==> src/rtl/cic_comp_pkg.sv <==
// Shared types and helpers for the CIC compensation FIR.
// Optional output saturation is enabled by defining CIC_COMP_SAT_EN.
package cic_comp_pkg;

    typedef enum logic [1:0] {
        ST_IDLE,
        ST_MAC,
        ST_OUT
    } state_t;

    function automatic int tap_aw(input int taps);
        return (taps < 2) ? 1 : $clog2(taps);
    endfunction

    // Passthrough: unity gain on tap 0, silence elsewhere.
    function automatic logic [63:0] default_coef(input int idx, input int shift);
        return (idx == 0) ? (64'd1 << shift) : 64'd0;
    endfunction

endpackage

==> src/rtl/cic_comp_delay_line.sv <==
// Circular sample buffer: one write port, one combinational read port.
// Cleared on reset so a restarted stream sees an empty history.
module cic_comp_delay_line
    import cic_comp_pkg::*;
#(
    parameter  int W    = 33,
    parameter  int TAPS = 16,
    localparam int AW   = tap_aw(TAPS)
) (
    input  logic          clk,
    input  logic          rst,
    input  logic          i_we,
    input  logic [AW-1:0] i_waddr,
    input  logic [W-1:0]  i_wdata,
    input  logic [AW-1:0] i_raddr,
    output logic [W-1:0]  o_rdata
);

    logic [W-1:0] r_mem [TAPS];

    always_ff @(posedge clk) begin
        if (rst) begin
            for (int i = 0; i < TAPS; i++) begin
                r_mem[i] <= '0;
            end
        end else if (i_we) begin
            r_mem[i_waddr] <= i_wdata;
        end
    end

    assign o_rdata = r_mem[i_raddr];

endmodule

==> src/rtl/cic_comp_fir.sv <==
// Serial-MAC droop compensation FIR behind the CIC decimator.
// Define CIC_COMP_SAT_EN to clamp the output and expose the sticky ovf flag.
module cic_comp_fir
    import cic_comp_pkg::*;
#(
    parameter  int IN_WIDTH   = 32,
    parameter  int IN_OFFSET  = 0,
    parameter  int COEF_WIDTH = 18,
    parameter  int TAPS       = 16,
    parameter  int ACC_WIDTH  = 56,
    parameter  int SHIFT      = 17,
    parameter  int OUT_WIDTH  = 24,
    localparam int AW         = tap_aw(TAPS)
) (
    input  logic                  clk,
    input  logic                  rst,
    input  logic [IN_WIDTH-1:0]   in_data,
    input  logic                  in_valid,
    output logic                  in_ready,
    output logic [OUT_WIDTH-1:0]  out_data,
    output logic                  out_valid,
    input  logic                  out_ready,
    input  logic                  coef_we,
    input  logic [AW-1:0]         coef_addr,
    input  logic [COEF_WIDTH-1:0] coef_wdata,
    output logic                  busy
`ifdef CIC_COMP_SAT_EN
    ,
    output logic                  ovf
`endif
);

    localparam int XW = IN_WIDTH + 1;
    // One spare bit so the unity default 2^SHIFT is representable.
    localparam int CW = COEF_WIDTH + 1;
    localparam int PW = XW + CW;
    localparam logic signed [ACC_WIDTH-1:0] RND = ACC_WIDTH'(1) << (SHIFT - 1);

    state_t                         r_state;
    state_t                         w_next;
    logic        [AW-1:0]           r_k;
    logic        [AW-1:0]           r_wr_ptr;
    logic signed [ACC_WIDTH-1:0]    r_acc;
    logic signed [CW-1:0]           r_coef [TAPS];
    logic        [OUT_WIDTH-1:0]    r_out_data;
    logic                           r_out_valid;

    logic signed [XW-1:0]           w_x;
    logic        [AW-1:0]           w_rd_addr;
    logic signed [XW-1:0]           w_rd_data;
    logic signed [PW-1:0]           w_prod;
    logic signed [ACC_WIDTH-1:0]    w_rnd;
    logic        [OUT_WIDTH-1:0]    w_narrow;
    logic                           w_accept;
    logic                           w_final;

    assign w_x       = $signed({in_data[IN_WIDTH-1], in_data}) - XW'(IN_OFFSET);
    assign w_accept  = (r_state == ST_IDLE) && in_valid;
    assign w_rd_addr = r_wr_ptr - r_k;
    assign w_prod    = r_coef[r_k] * w_rd_data;
    assign w_rnd     = r_acc + RND;
    assign w_final   = (r_state == ST_OUT) && !r_out_valid;

`ifdef CIC_COMP_SAT_EN
    localparam logic signed [ACC_WIDTH-1:0] MAXV = (ACC_WIDTH'(1) << (OUT_WIDTH - 1)) - 1;
    localparam logic signed [ACC_WIDTH-1:0] MINV = -(ACC_WIDTH'(1) << (OUT_WIDTH - 1));

    logic signed [ACC_WIDTH-1:0] w_res;
    logic                        w_hi;
    logic                        w_lo;
    logic                        r_ovf;

    assign w_res    = w_rnd >>> SHIFT;
    assign w_hi     = w_res > MAXV;
    assign w_lo     = w_res < MINV;
    assign w_narrow = w_hi ? MAXV[OUT_WIDTH-1:0] :
                      w_lo ? MINV[OUT_WIDTH-1:0] : w_res[OUT_WIDTH-1:0];

    always_ff @(posedge clk) begin
        if (rst) begin
            r_ovf <= 1'b0;
        end else if (w_final && (w_hi || w_lo)) begin
            r_ovf <= 1'b1;
        end
    end

    assign ovf = r_ovf;
`else
    assign w_narrow = OUT_WIDTH'(w_rnd >>> SHIFT);
`endif

    cic_comp_delay_line #(
        .W    (XW),
        .TAPS (TAPS)
    ) u_dl (
        .clk     (clk),
        .rst     (rst),
        .i_we    (w_accept),
        .i_waddr (r_wr_ptr),
        .i_wdata (w_x),
        .i_raddr (w_rd_addr),
        .o_rdata (w_rd_data)
    );

    always_comb begin
        w_next   = r_state;
        in_ready = 1'b0;
        unique case (r_state)
            ST_IDLE: begin
                in_ready = 1'b1;
                if (in_valid) w_next = ST_MAC;
            end
            ST_MAC: begin
                if (r_k == AW'(TAPS - 1)) w_next = ST_OUT;
            end
            ST_OUT: begin
                if (r_out_valid && out_ready) w_next = ST_IDLE;
            end
            default: w_next = ST_IDLE;
        endcase
    end

    always_ff @(posedge clk) begin
        if (rst) begin
            r_state     <= ST_IDLE;
            r_k         <= '0;
            r_wr_ptr    <= '0;
            r_acc       <= '0;
            r_out_data  <= '0;
            r_out_valid <= 1'b0;
        end else begin
            r_state <= w_next;
            unique case (r_state)
                ST_IDLE: begin
                    if (in_valid) begin
                        r_acc <= '0;
                        r_k   <= '0;
                    end
                end
                ST_MAC: begin
                    r_acc <= r_acc + ACC_WIDTH'(w_prod);
                    r_k   <= r_k + AW'(1);
                end
                ST_OUT: begin
                    if (!r_out_valid) begin
                        r_out_valid <= 1'b1;
                        r_out_data  <= w_narrow;
                    end else if (out_ready) begin
                        r_out_valid <= 1'b0;
                        r_wr_ptr    <= r_wr_ptr + AW'(1);
                    end
                end
                default: ;
            endcase
        end
    end

    // Coefficients change only while idle; the MAC reads them from the next cycle on.
    always_ff @(posedge clk) begin
        if (rst) begin
            for (int i = 0; i < TAPS; i++) begin
                r_coef[i] <= CW'(default_coef(i, SHIFT));
            end
        end else if (coef_we && (r_state == ST_IDLE)) begin
            r_coef[coef_addr] <= {coef_wdata[COEF_WIDTH-1], coef_wdata};
        end
    end

    assign out_data  = r_out_data;
    assign out_valid = r_out_valid;
    assign busy      = (r_state != ST_IDLE);

endmodule

==> config.mk <==
export PLATFORM = sky130hd
export DESIGN_NAME = cic_comp_fir
export DESIGN_NICKNAME = d
export VERILOG_FILES = /design/src/rtl/cic_comp_pkg.sv /design/src/rtl/cic_comp_delay_line.sv /design/src/rtl/cic_comp_fir.sv
export SDC_FILE = /design/constraint.sdc
export NUM_CORES = 2
export LEC_CHECK = 0
export CAP_MARGIN = 20
export CORE_MARGIN = 5
export CORE_UTILIZATION = 51
export DETAILED_ROUTE_END_ITERATION = 8
export PLACE_DENSITY = 0.7
export SETUP_SLACK_MARGIN = 0.3
export SLEW_MARGIN = 10
export SYNTH_ARGS = -nofsm -noshare
export SYNTH_HDL_FRONTEND = slang
export SYNTH_SLANG_ARGS = --single-unit
==> constraint.sdc <==
create_clock -name clk -period 9.8 [get_ports clk]
set_input_delay 1.96 -clock clk [delete_from_list [all_inputs] [get_ports clk]]
set_output_delay 1.96 -clock clk [all_outputs]
set_load 0.02 [all_outputs]
==> key figures <==
Status
  – Status: finished clean

Hold path
  – Hold Crit Start: out_data[10]
  – Class of the worst hold path: reg -> reg
  – Hold Path Cell Cnt: 2

Clocking
  – Number of levels in the clock H-tree: 3
  – CTS max path bufs: 3
  – Clock slew at reported path FFs: 60 ps
  – Hold_buf cts: 0
  – CTS tree: yes
  – Skew-Pair Late Insertion Delay: 680 ps
  – # clock sinks: 881
  – CTS root buffer: clkbuf_16
  – CTS buffer count: 92

Finish
  – Share of cells above drive strength 1: 0.132
  – P&R area growth vs syn: 11.2%
  – NumNets Final: 5541

Route
  – Drt total wl: 154 mm
  – Drt wl/cell: 24.1 µm
  – Routed Antenna Nets: 0
  – Vias: 36.2k
  – DRC viols: 0
  – Post-DR vias/cell: 5.65
  – DR iter-0 viols: 3366
  – Drt pass-1 iters: 6

Yosys
  – Most frequent cell after synthesis: and2_1
  – Seq cells post-synth: 881
  – Post-Syn Nets: 5466
  – Avg Cell Area, Syn: 12.3 µm²
  – Yosys warning count: 0
  – Syn Inst Count: 4742
  – Unique masters post-synth: 61
  – Most used DFF post-synth: edfxtp_1
  – Share of Yosys cell area claimed by the top area cell type: 0.412
  – Leading area contributor after synthesis: edfxtp_1
  – Synth top area cells: edfxtp_1 41%, fa_1 18%, and2_1 9.7%, mux4_2 8.2%, inv_1 4.1%
  – Most frequent cells after synthesis: 903 x and2_1, 801 x edfxtp_1, 636 x inv_1
  – Sequential area share after synthesis: 0.439
  – Async SR Flop Fraction: 0
  – Syn Std Cell Area: 0.0584 mm²
  – Number of synthesized flops with an enable pin: 801

Floorplanning
  – I/O pin total: 86
  – Die Ht: 348 µm
  – Cell Rows: 124
  – Area of the die: 0.121 mm²
  – Core Region: 0.114 mm²
  – Die X: 348 µm
  – Initial Util: 0.512

Place
  – GPL Wtd Cong: 0.927
  – DP Wirelength: 103 mm
  – I/O Buffers: 85
  – Placement Setup Slack: 394 ps

Critical path
  – Crit path launch type: register
  – Worst Path Buf+Inv: 11
  – Max FO, Critical Path: 11
  – Worst reg2reg path startpoint: r_wr_ptr[0]
  – Reg2reg path depth: 35
  – Worst Path Required: 10360 ps
  – Slowest cell on crit path: fa_4
  – Setup crit end kind: register
  – CP Depth: 35
  – Most frequent CP cell: fa_1
  – Critical Path Start: r_wr_ptr[0]
  – Critical path data arrival time: 9800 ps
  – Top delay family on crit path: adder cells
  – Slowest stage delay, CP: 890 ps
  – Critical path type: reg -> reg

Flow run
  – Max cap viols: 0

Timing
  – Setup WS post-layout: 559 ps
  – Slew at the pin closest to its max-slew limit: 1160 ps
  – Final worst path period share: 0.943
  – Fin Clk Skew: 24.6 ps
  – Tmin final: 9240 ps
  – Setup TNS Final: 0 ps
  – Final hold violation count: 0
  – Setup violators final: 0
  – Slew Limit Fails: 0
  – RSZ-0062 raised after global routing: false
  – Max Fclk: 108 MHz
  – Relative slew slack: 0.224

Global routing
  – Pin count of the biggest net entering global routing: 53
  – Vias in the first global route: 37.8k
  – Total track usage: 0.255
  – GRT Residual Overflow: 0
  – Initial antenna violation count: 11
  – Global-route wire length before repair: 234 mm
[layout make-up]
cell class / count / area, µm²
clock buffers: 119 / 2420
diodes: 3 / 7.51
clock inverters: 47 / 442
fillers: 9269 / 49100
well taps: 1512 / 1890
inverters: 644 / 2420
multi-input cells: 2942 / 29700
flip-flops and latches: 881 / 25700
repair buffers: 256 / 2420
[layer usage]
metal	GRT usage	wire (µm)	vias up
met5	0	81	-
met4	0.0822	5180	12
met3	0.0510	14700	268
met2	0.409	72300	1624
met1	0.353	62100	18600
li1	-	-	15700
[state kept, by name, summed over array words and instances, names as in the netlist, named ones only]
register	cells
r_coef	289
r_state	2
r_wr_ptr	4
r_k	4
out_data	24
u_dl.r_mem	512
out_valid	1
r_acc	41
[cell usage in the layout, fill, tap and decap left out, types with 27 or more instances in the layout]
| cell | instances |
|---|---|
| edfxtp_1 | 801 |
| clkbuf_16 | 96 |
| nand2_1 | 356 |
| xnor2_1 | 45 |
| xor2_1 | 34 |
| and2_1 | 900 |
| or2_2 | 35 |
| fa_1 | 526 |
| dfxtp_1 | 76 |
| ha_1 | 135 |
| mux2i_1 | 69 |
| buf_4 | 144 |
| a21oi_1 | 38 |
| nand3_1 | 27 |
| mux4_2 | 212 |
| clkdlybuf4s50_1 | 84 |
| inv_1 | 635 |
| nor2_1 | 210 |
[worst min-delay path, cell delays in order (launching register included)]
cell	delay [ps]
dfxtp_1	300
nor2_1	90
a311oi_1	50
[path summary, 6_finish.rpt]
path | end | slack (ps)
setup / recovery | r_acc[37] | 560
hold / removal | out_data[10] | 490
hold reg to reg | out_data[10] | 490
setup reg to reg | r_acc[37] | 560
[cell families after synthesis]
group / after synthesis / synth area share
buf+inv: 919 / 0.0606
fa+ha+maj: 665 / 0.210
simple gates: 1667 / 0.153
mux: 318 / 0.100
flops: 881 / 0.439
xor+xnor: 83 / 0.0132
compound gates: 209 / 0.0242
[per-stage QoR]
step | utilization | cells | area (µm²) | hold WS, ps
finish | 0.570 | 6404 | 65000 | 492
global route | 0.570 | 6401 | 64900 | 519
CTS | 0.564 | 6376 | 64300 | 498
detailed placement | 0.539 | 6210 | 61500 | 485
global placement | 0.539 | 6208 | 61500 | 476
floorplan | - | 4742 | 58400 | 460
[repair_timing]
| action | in CTS | in global routing |
|---|---|---|
| setup buffers | 0 | 15 |
| setup endpoints to repair | 0 | 11 |
| gates resized for setup | 0 | 72 |
Power is left out: the tool's default activity adds up to more than one toggle a clock period on the data nets, which glitch-free logic cannot reach.
